==> config.mk <==
export PLATFORM = sky130hd
export DESIGN_NAME = router_fsm_ctrl
export DESIGN_NICKNAME = d
export VERILOG_FILES = /design/src/rtl/router_pkg.sv /design/src/rtl/router_fsm_ctrl.sv
export SDC_FILE = /design/constraint.sdc
export NUM_CORES = 1
export LEC_CHECK = 0
export BUFFER_PORTS_ARGS = -buffer_cell sky130_fd_sc_hd__buf_4
export CAP_MARGIN = 20
export CORE_AREA = 4 4 41 43
export CTS_CLUSTER_SIZE = 8
export DETAILED_ROUTE_END_ITERATION = 8
export DIE_AREA = 0 0 45 47
export GPL_ROUTABILITY_DRIVEN = 0
export PLACE_DENSITY = 0.69
export SLEW_MARGIN = 5
export SYNTH_ARGS = -nofsm -noshare
export SYNTH_HDL_FRONTEND = slang
export SYNTH_SLANG_ARGS = --single-unit
==> constraint.sdc <==
create_clock -name clk -period 2.85 [get_ports clk]
set_input_delay 0.285 -clock clk [delete_from_list [all_inputs] [get_ports clk]]
set_output_delay 0.285 -clock clk [all_outputs]
set_load 0.03 [all_outputs]
==> src/rtl/router_pkg.sv <==
// Shared types and constants for the 1x3 router input-path control.
// Revision: 1.0
`default_nettype none

package router_pkg;

  localparam int NUM_CH = 3;
  localparam logic [1:0] ADDR_INVALID = 2'b11;

  typedef enum logic [2:0] {
    DECODE_ADDRESS     = 3'd0,
    LOAD_FIRST_DATA    = 3'd1,
    LOAD_DATA          = 3'd2,
    FIFO_FULL_STATE    = 3'd3,
    LOAD_AFTER_FULL    = 3'd4,
    LOAD_PARITY        = 3'd5,
    CHECK_PARITY_ERROR = 3'd6,
    WAIT_TILL_EMPTY    = 3'd7
  } state_t;

endpackage

`default_nettype wire

==> src/rtl/router_fsm_ctrl.sv <==
// Packet-level control FSM: header decode, payload/parity load sequencing, FIFO-full stall.
// Revision: 1.0
`default_nettype none

module router_fsm_ctrl
  import router_pkg::*;
(
  input  logic       clk,
  input  logic       reset,
  input  logic       pkt_valid,
  input  logic [1:0] data_in,
  input  logic       fifo_full,
  input  logic [2:0] fifo_empty,
  input  logic [2:0] soft_reset,
  input  logic       parity_done,
  input  logic       low_pkt_valid,
  output logic       detect_add,
  output logic       lfd_state,
  output logic       ld_state,
  output logic       full_state,
  output logic       laf_state,
  output logic       rst_int_reg,
  output logic       write_enb_reg,
  output logic       busy
);

  state_t     state;
  logic [1:0] addr_q;

  // Padding to four entries lets the invalid address index a defined 0.
  logic [3:0] empty_ext;
  logic [3:0] soft_ext;
  logic       hdr_valid;
  logic       soft_hit;

  assign empty_ext = {1'b0, fifo_empty};
  assign soft_ext  = {1'b0, soft_reset};
  assign hdr_valid = pkt_valid && (data_in != ADDR_INVALID);
  assign soft_hit  = soft_ext[addr_q];

  always_ff @(posedge clk) begin
    if (!reset) begin
      state  <= DECODE_ADDRESS;
      addr_q <= 2'b00;
    end else begin
      if (state == DECODE_ADDRESS && hdr_valid)
        addr_q <= data_in;

      if (state != DECODE_ADDRESS && soft_hit) begin
        state <= DECODE_ADDRESS;
      end else begin
        case (state)
          DECODE_ADDRESS: begin
            if (hdr_valid)
              state <= empty_ext[data_in] ? LOAD_FIRST_DATA : WAIT_TILL_EMPTY;
          end
          WAIT_TILL_EMPTY: begin
            if (empty_ext[addr_q])
              state <= LOAD_FIRST_DATA;
          end
          LOAD_FIRST_DATA: state <= LOAD_DATA;
          LOAD_DATA: begin
            if (fifo_full)       state <= FIFO_FULL_STATE;
            else if (!pkt_valid) state <= LOAD_PARITY;
          end
          FIFO_FULL_STATE: begin
            if (!fifo_full) state <= LOAD_AFTER_FULL;
          end
          LOAD_AFTER_FULL: begin
            if (parity_done)        state <= DECODE_ADDRESS;
            else if (low_pkt_valid) state <= LOAD_PARITY;
            else                    state <= LOAD_DATA;
          end
          LOAD_PARITY: state <= CHECK_PARITY_ERROR;
          CHECK_PARITY_ERROR: state <= fifo_full ? FIFO_FULL_STATE : DECODE_ADDRESS;
          default: state <= DECODE_ADDRESS;
        endcase
      end
    end
  end

  assign detect_add    = (state == DECODE_ADDRESS);
  assign lfd_state     = (state == LOAD_FIRST_DATA);
  assign ld_state      = (state == LOAD_DATA);
  assign full_state    = (state == FIFO_FULL_STATE);
  assign laf_state     = (state == LOAD_AFTER_FULL);
  assign rst_int_reg   = (state == CHECK_PARITY_ERROR);
  assign write_enb_reg = (state == LOAD_DATA) || (state == LOAD_PARITY) ||
                         (state == LOAD_AFTER_FULL);
  assign busy          = !((state == DECODE_ADDRESS) || (state == LOAD_DATA));

endmodule

`default_nettype wire

Word-level counts from Yosys, hierarchy flattened. Cells that the tools add are included.

Flip-flop bits (word level): 5. Logic and storage cells: 44.

$lt $le $gt $ge: 2. Equal/unequal tests: 12. Multiplexer cells: 16. Bitwise logic cells: 1. Reductions and logical operators: 11.

Operator list (count): $mux W3 (8); $pmux W3 S8 (1); $eq A3 B3 Y1 const B (4); $bmux W1 S2 (3); $eq A3 B2 Y1 const B (2); $lt A2 B3 Y1 const B (2); $ne A2 B2 Y1 const B (3); $reduce_and A4 Y1 (1); $eq A3 B1 Y1 const B (1); $logic_and A1 B1 Y1 (3); $logic_not A3 Y1 (1); $logic_or A1 B1 Y1 (3); $mux W1 (3); $ne A3 B3 Y1 const B (1); $reduce_bool A3 Y1 (1); $mux W2 (1); $ne A2 B1 Y1 const B (1); $reduce_or A2 Y1 (1); $logic_not A1 Y1 (1); $not A1 Y1 (1).

Logic depth before layout (Yosys ltp). Gate-level depths: netlist of run 1.

Word-level depth: 5. Gate-level depth with buffers: 5. Mapped depth without buffers: 4.

Worst setup path before layout of run 1. No wires, ideal clock.

Kind: register to output. From: register state[2]. To: output write_enb_reg. Arrival time: 1.314 ns. Data required time: 2.565 ns. Path slack: 1.251 ns. Stages on the path, launching flop included: 4. Buffers on the path: 1. Cell sequence: dfxtp_1 buf_2 nand2b_1 o21ai_0.

Longest elaborated chain between the ends: 3. Elaborated cells between the ends (all ways): 5.

Ends and longest elaborated chain: start: declaration (line router_fsm_ctrl.sv:27) `state_t state;`; start signal: assignment (line router_fsm_ctrl.sv:55) `state <= empty_ext[data_in] ? LOAD_FIRST_DATA : WAIT_TILL_EMPTY;`; start signal: assignment (line router_fsm_ctrl.sv:75) `CHECK_PARITY_ERROR: state <= fifo_full ? FIFO_FULL_STATE : DECODE_ADDRESS;`; $eq A3 B2 Y1 / $eq A3 B3 Y1 (equally long branches) (line router_fsm_ctrl.sv:88) `assign write_enb_reg = (state == LOAD_DATA) || (state == LOAD_PARITY) ||`; $logic_or A1 B1 Y1 (line router_fsm_ctrl.sv:88); $logic_or A1 B1 Y1 (*) (line router_fsm_ctrl.sv:88); end: declaration (line router_fsm_ctrl.sv:23) `output logic write_enb_reg,`.

Mark *: on every way between the ends. The rest lies on a longest branch, timed or not.

Final worst setup path of run 1.
From: register state[0]. To: output lfd_state.

Longest elaborated chain between the ends: 1.

Ends and longest elaborated chain: $eq A3 B1 Y1 (line router_fsm_ctrl.sv:83) `assign lfd_state = (state == LOAD_FIRST_DATA);`; end: declaration (line router_fsm_ctrl.sv:18) `output logic lfd_state,`.

Every way passes these cells.

==> flow_summary.json, run 1 <==
{
  "first_pass_iters": 4,
  "setup_violations": 0,
  "rows": 13,
  "internal_power_uw": 359.7,
  "rsz0062_at_grt": "false",
  "die_w_um": 45,
  "placed_area_um2": 630.6,
  "fmax_mhz": 599.3,
  "crit_fanout": 15,
  "fin_area_um2": 658.1,
  "antenna_left": 0,
  "nets": 94,
  "slew_headroom": 0.7168,
  "cts_tree": "done",
  "cts-root-buf": "clkbuf_4",
  "area_growth_pct": 40.64,
  "remaining_drc_errors": 0,
  "wl_per_cell_um": 12.73,
  "hp-class": "primary input to flop",
  "swShare": 0.5248,
  "design.die.area_mm2": 0.002115,
  "worstPathCellList": "inv_1, nor3_1, buf_4",
  "place_hpwl_um": 973.8,
  "via_count": 487,
  "cts_inserted_buffers": 3,
  "crit_path_top_delay_cell": "dfxtp_1",
  "antenna_found_initial": 0,
  "power_frac_clock": 0.108,
  "clock_skew_ps": 4.770,
  "path_class": "flop to output port",
  "grt_pass1_wl_mm": 2.001,
  "cp.required_ps": 2570,
  "synth.avg_cell_area_um2": 8.210,
  "synthDominantCellAreaShare": 0.2139,
  "synth-edff-count": 0,
  "p_comb_frac": 0.667,
  "core_area_mm2": 0.001301,
  "grt_max_degree": 16,
  "grt_pass1_vias": 482,
  "htree_levels": 1,
  "boundaryPins": 22,
  "ys_ff_latch": 5,
  "power.density_mw_per_mm2": 1150,
  "status": "finished clean",
  "syn_area_um2": 467.9,
  "drive_above_1_share": 0.4177,
  "yosysWarnings": 0,
  "diodes": 0,
  "drtIter0Drc": 7,
  "synthCells": 57,
  "vdd_drop_max_uv": 512.7,
  "io_buffers": 21,
  "hold_viol": 0,
  "period_share": 0.5854,
  "cap_viol_max_count": 0,
  "worst_slew_pin_slew_ps": 424.1,
  "synthFlopType": "dfxtp_1",
  "yosysSeqAreaShare": 0.2139,
  "synth_area_leaders": "dfxtp_1 21%, mux2i_1 8.6%, a2111oi_4 5.9%",
  "cp-start-kind": "flop",
  "wl_met3_um": 112,
  "drv_slew": 0,
  "leakage_nw": 0.2704,
  "clk_latency_ps": 240,
  "ys_types": 31,
  "clock-sinks": 5,
  "overflow": 0,
  "routed-wl-met2_um": 541,
  "drt-vias-per-instance": 5.181,
  "drt-met1-wl_um": 543,
  "finalSetupTns_ps": 0,
  "synthesis.nets": 71,
  "die_h_um": 47,
  "path_clk_slew_ps": 50,
  "ctsResizeCount": 0,
  "top_layer": "met3",
  "power_frac_seq": 0.225,
  "async_reset_ff_frac": 0,
  "yosysMostFrequentCell": "dfxtp_1",
  "cp_slowest_stage_delay_ps": 570,
  "period_minus_slack_ps": 1669,
  "crit_arrival_ps": 1380,
  "cts_hold_buffers": 0,
  "post_cts_buffers": 0,
  "end_kind": "output port",
  "switchingPower_uw": 397.3,
  "synth_top_cell_by_area": "dfxtp_1",
  "start_util": 0.3596,
  "grtUsageTotal": 0.1273,
  "clk_path_buf_depth": 2,
  "routed_wirelength_mm": 1.197
}
==> sequential cells by signal (all words and copies together), names as in the netlist <==
register	cells
addr_q	2
state	3
==> critical path: cells and delay by family, from the launching register on <==
family	cells	cell delay (ps)
and+or+nand+nor	1	210
DFF	1	570
buffers and inverters	2	360
==> path summary, 6_finish.rpt <==
path	startpoint	endpoint	slack (ps)	cells after the start
setup / recovery	state[0]	lfd_state	1180	3
hold / removal	pkt_valid	state[0]	270	2
setup reg to reg	state[0]	state[2]	1270	4
hold reg to reg	addr_q[0]	addr_q[0]	610	2
==> power groups by stage <==
stage                     registers, mW  clock network (mW)  logic (mW)
after floorplan                   0.117                   0       0.410
after global placement            0.172                   0       0.507
after detailed placement          0.170                   0       0.510
after CTS                         0.170              0.0850       0.510
after global routing              0.181              0.0888       0.544
final                             0.171              0.0816       0.505
==> final cells by class <==
cell class                 count  area [um^2]
fill                         136        643.1
timing repair buffer          21        157.7
sequential                     5        100.1
clock buffer                   3        22.52
tap                           15        18.77
inverter                       4        15.01
clock inverter                 1        5.005
multi-input combinational     45        339.1
==> per-layer routing <==
| metal | up-vias | GRT usage |
|---|---|---|
| met4 | 0 | 0.01754 |
| met1 | 214 | 0.1572 |
| met3 | 0 | 0.04215 |
| li1 | 256 | - |
| met5 | - | 0 |
| met2 | 17 | 0.2203 |
==> per-stage QoR <==
stage / util / hold slack (ps) / total power, mW / cells / worst slack (ps)
6_report: 0.5058 / 267.7 / 0.7570 / 94 / 1181
4_1_cts: 0.5058 / 262.2 / 0.7653 / 94 / 1169
2_1_floorplan: - / 405.9 / 0.5277 / 57 / 1251
5_1_grt: 0.5058 / 273.8 / 0.8138 / 94 / 980.8
3_3_place_gp: 0.4846 / 514.7 / 0.6786 / 90 / 1278
3_5_place_dp: 0.4846 / 528.6 / 0.6800 / 90 / 1265
==> kinds of logic (layout without fill, tap and decap cells) <==
kind of cell,after synthesis,in the layout,synth area share
buf+inv,7,29,0.06148
simple gates,23,23,0.3021
flops,5,5,0.2139
compound gates,17,17,0.3048
mux,5,5,0.1176
==> placed cells by master, fill, tap and decap left out, types with 2 or more instances in the layout <==
master    synthesis  routed
clkbuf_4          0       3
nor2b_1           2       2
nor2_1            4       4
o21ai_0           4       4
a21oi_1           2       2
nand3b_1          2       2
dfxtp_1           5       5
or3b_1            2       2
inv_1             4       4
nand2_1           4       4
mux2i_1           4       4
nor3_2            2       2
nor3_1            2       2
buf_4             0      21
No activity file was read; power rests on OpenSTA's default activity.
==> run 2: changes to the inputs <==
Settings changed: PLACE_DENSITY 0.69 to 0.72.
Clock period 2.85 ns to 1.5 ns, I/O delays scaled along.
==> flow_summary.json, run 2 (synthesis gave the netlist of run 1 again) <==
{
  "status": "finished clean",
  "cts_inserted_buffers": 3,
  "final_util": 0.5635,
  "final_common_cell": "buf_4",
  "routed_wirelength_mm": 1.297,
  "fin_hold_ws_ps": 118.2,
  "cp-start-kind": "flop",
  "end_kind": "flop",
  "area_growth_pct": 56.68,
  "overflow": 0,
  "via_count": 534,
  "reg_top3": "state x3, addr_q x2",
  "register_area_um2": 106.4,
  "slew_headroom": 0.7988,
  "hold_viol": 0,
  "period_minus_slack_ps": 1450,
  "grt_max_degree": 13,
  "drive_above_1_share": 0.5233,
  "crit_fanout": 6,
  "htree_levels": 1,
  "first_pass_iters": 4,
  "cp_slowest_stage_delay_ps": 360,
  "crit_buf_inv": 0,
  "path_clk_slew_ps": 50,
  "hp-class": "primary input to flop",
  "antenna_found_initial": 0,
  "design.die.area_mm2": 0.002115,
  "drtIter0Drc": 7,
  "cts_tree": "done",
  "die_w_um": 45,
  "nets": 101,
  "reg2reg_depth": 4,
  "diodes": 0,
  "clock_skew_ps": 6.427,
  "cp.required_ps": 1610,
  "period_share": 0.9664,
  "grt_pass1_wl_mm": 2.111,
  "boundaryPins": 22,
  "remaining_drc_errors": 0,
  "grtUsageTotal": 0.1392,
  "wl_per_cell_um": 12.84,
  "io_buffers": 21,
  "fillers": 128,
  "place_hpwl_mm": 1.064,
  "rsz0062_at_grt": "false",
  "setup_violations": 0,
  "die_h_um": 47,
  "crit_arrival_ps": 1560,
  "path_class": "flop to flop",
  "antenna_left": 0,
  "whs_path_depth": 2,
  "crit_path_top_delay_cell": "dfxtp_1",
  "worst_slew_pin_slew_ps": 299.8,
  "final_cell_mix": "27 x buf_4, 4 x inv_1, 4 x nand2_1, 4 x mux2i_1",
  "power.density_mw_per_mm2": 2237,
  "rows": 13,
  "worstPathCellList": "or2_2, o221a_2, o21ai_1, a311oi_2",
  "multi_input_area_um2": 351.6,
  "vdd_drop_max_uv": 1025,
  "clk_latency_ps": 250,
  "clk_path_buf_depth": 2,
  "start_util": 0.3596,
  "leakage_nw": 0.3108,
  "largest_reg_flops": 3,
  "cap_viol_max_count": 0,
  "drv_slew": 0,
  "cp_top_family": "compound AO/OA/AOI/OAI gates",
  "critical_path_depth": 4,
  "cts-root-buf": "clkbuf_4",
  "core_area_mm2": 0.001301,
  "drt-vias-per-instance": 5.287,
  "regMostFlops": "state",
  "grt_pass1_vias": 502,
  "clock-sinks": 5,
  "fmax_mhz": 689.9
}
## run 2: changes by cell type in the layout (fill, tap and decap cells not counted), sizes merged
cell and change:
buf +7
## run 2: through the flow
stage	power (mW)	instance area (um^2)	setup WS, ps	TNS [ps]	cells
after CTS	1.617	719.4	8.710	0	101
after global routing	1.746	733.2	13.71	0	101
after global placement	1.432	689.4	27.95	0	97
after floorplan	1.036	474.2	-6.343	-6.343	57
after detailed placement	1.445	689.4	-3.006	-3.006	97
final	1.640	733.2	50.47	0	101
## run 2: area by class of cell
| type | instances | area share |
|---|---|---|
| Multi-Input combinational cell | 45 | 0.4795 |
| Timing Repair Buffer | 28 | 0.2918 |
| Sequential cell | 5 | 0.1451 |
| Clock buffer | 3 | 0.03072 |
| Tap cell | 15 | 0.02560 |
| Inverter | 4 | 0.02048 |
| Clock inverter | 1 | 0.006826 |
## run 2: worst paths after layout
| path | endpoint | from | slack [ps] |
|---|---|---|---|
| min reg2reg | addr_q[0] | addr_q[0] | 580 |
| max reg2reg | state[2] | state[2] | 50 |
| min | state[0] | pkt_valid | 120 |
| max | state[2] | state[2] | 50 |
## run 2: routing by layer
metal	track usage	wire length [um]
met1	0.1621	566
met2	0.2345	615
met3	0.06130	114
met4	0.03509	0
met5	0	0
## run 2: repair_timing
item | in CTS | in global routing
pin swaps | 0 | 3
buffers inserted | 0 | 0
resized for setup | 2 | 5
hold buffers | 0 | 0
setup endpoints to repair | 3 | 3
## run 2: where the power goes
group          switching, mW  internal [mW]
combinational          0.658          0.523
clock                 0.0616         0.0968
sequential            0.0996          0.200
total                  0.820          0.820
==> run 3: changes to the inputs <==
Settings changed: BUFFER_PORTS_ARGS -buffer_cell sky130_fd_sc_hd__buf_4 to unset, CELL_PAD_IN_SITES_DETAIL_PLACEMENT set to 2, CELL_PAD_IN_SITES_GLOBAL_PLACEMENT set to 2, CORE_AREA 4 4 41 43 to unset, CORE_MARGIN set to 4, CORE_UTILIZATION set to 27, DIE_AREA 0 0 45 47 to unset, DONT_BUFFER_PORTS set to 1, PLACE_DENSITY 0.72 to 0.73.
==> flow_summary.json, run 3 (synthesis gave the netlist of run 1 again) <==
{
  "status": "finished clean",
  "slew_headroom": 0.7830,
  "drive_above_1_share": 0.5263,
  "setup_slack_ps": 23.57,
  "period_minus_slack_ps": 1476,
  "first_pass_iters": 4,
  "reg_top3": "state x3, addr_q x2",
  "grt_use_met2": 0.2401,
  "cp.required_ps": 1650,
  "crit_fanout": 4,
  "clk_latency_ps": 250,
  "overflow": 0,
  "path_class": "flop to flop",
  "place_hpwl_mm": 1.356,
  "nets": 91,
  "end_kind": "flop",
  "rows": 14,
  "final_cell_mix": "12 x buf_4, 5 x buf_6, 4 x inv_1, 4 x nand2_1, 4 x mux2i_1",
  "htree_levels": 1,
  "die_h_um": 49.63,
  "antenna_left": 0,
  "fmax_mhz": 677.3,
  "pre_cts_ws_ps": 5.840,
  "leakage_nw": 0.2779,
  "worst_slew_pin_slew_ps": 324.1,
  "period_share": 0.9843,
  "use_met1": 0.1838,
  "diodes": 0,
  "drtIter0Drc": 3,
  "cts_inserted_buffers": 3,
  "final_common_cell": "buf_4",
  "drv_slew": 0,
  "hp-class": "primary input to flop",
  "start_util": 0.2968,
  "crit_arrival_ps": 1630,
  "routed_wirelength_mm": 1.819,
  "regMostFlops": "state",
  "remaining_drc_errors": 0,
  "design.die.area_mm2": 0.002463,
  "boundaryPins": 22,
  "clk_path_buf_depth": 2,
  "grtUsageTotal": 0.1513,
  "fin_area_um2": 721.9,
  "power_mw": 1.941,
  "grt-busiest-layer": "met2",
  "cts_tree": "done",
  "path_clk_slew_ps": 50,
  "power.density_mw_per_mm2": 2688,
  "setup_violations": 0,
  "rsz0062_at_grt": "true",
  "clock-sinks": 5,
  "io_buffers": 0,
  "vdd_drop_max_uv": 1009,
  "die_w_um": 49.63,
  "cts-root-buf": "clkbuf_4",
  "met3_usage": 0.05723,
  "core_area_mm2": 0.001577,
  "cp-start-kind": "flop",
  "placed_area_um2": 608.1,
  "grt_max_degree": 13,
  "antenna_found_initial": 0,
  "clock_skew_ps": 1.796,
  "hold_viol": 0,
  "wl_per_cell_um": 19.77,
  "largest_reg_flops": 3,
  "grt_pass1_vias": 568,
  "area_growth_pct": 54.28,
  "cap_viol_max_count": 0,
  "drt-vias-per-instance": 5.728,
  "grt_pass1_wl_mm": 2.815,
  "via_count": 527
}
run 3: metal layers:
layer | up-vias | part of all wire
met4 | 0 | 0.0060
li1 | 251 | -
met2 | 13 | 0.50
met1 | 261 | 0.44
met3 | 2 | 0.054
met5 | - | 0
run 3: timing repair:
action	in CTS	in global routing
cloned	0	0
pin swaps	0	5
resized for setup	10	12
setup buffers	0	1
hold buffers	0	0
setup endpoints to repair	5	7
run 3: layout make-up:
| type | count | area, um^2 |
|---|---|---|
| clock buffer | 4 | 26.28 |
| fill | 177 | 854.6 |
| inverter | 4 | 15.01 |
| multi-input combinational | 45 | 389.1 |
| sequential | 5 | 110.1 |
| tap | 16 | 20.02 |
| timing repair buffer | 18 | 161.4 |
run 3: per-stage QoR:
step | setup TNS, ps | hold slack [ps] | utilization | instances
finish | 0 | 19.35 | 0.4579 | 92
global placement | 0 | 277.7 | 0.3857 | 87
CTS | -18.32 | 19.59 | 0.4183 | 91
global route | -56.86 | 4.742 | 0.4579 | 92
floorplan | -6.343 | 270.9 | - | 57
detailed placement | 0 | 291.6 | 0.3857 | 87
run 3: final timing paths:
| kind | start | depth (start not counted) | slack (ps) | to |
|---|---|---|---|---|
| max | state[0] | 4 | 20 | state[2] |
| min | pkt_valid | 1 | 20 | state[0] |
| max reg2reg | state[0] | 4 | 20 | state[2] |
| min reg2reg | addr_q[0] | 2 | 610 | addr_q[0] |
run 3: where the power goes:
part	internal, mW	switching [mW]	leakage, nW
combinational	0.664	0.787	0.220
sequential	0.208	0.110	0.0432
clock	0.102	0.0702	0.0150
total	0.974	0.967	0.278
run 3: worst max-delay path, cell delays in order (launching register included):
cell	delay (ps)
dfxtp_4	360
or3b_1	420
a21oi_4	210
nor3_2	90
a311oi_2	290
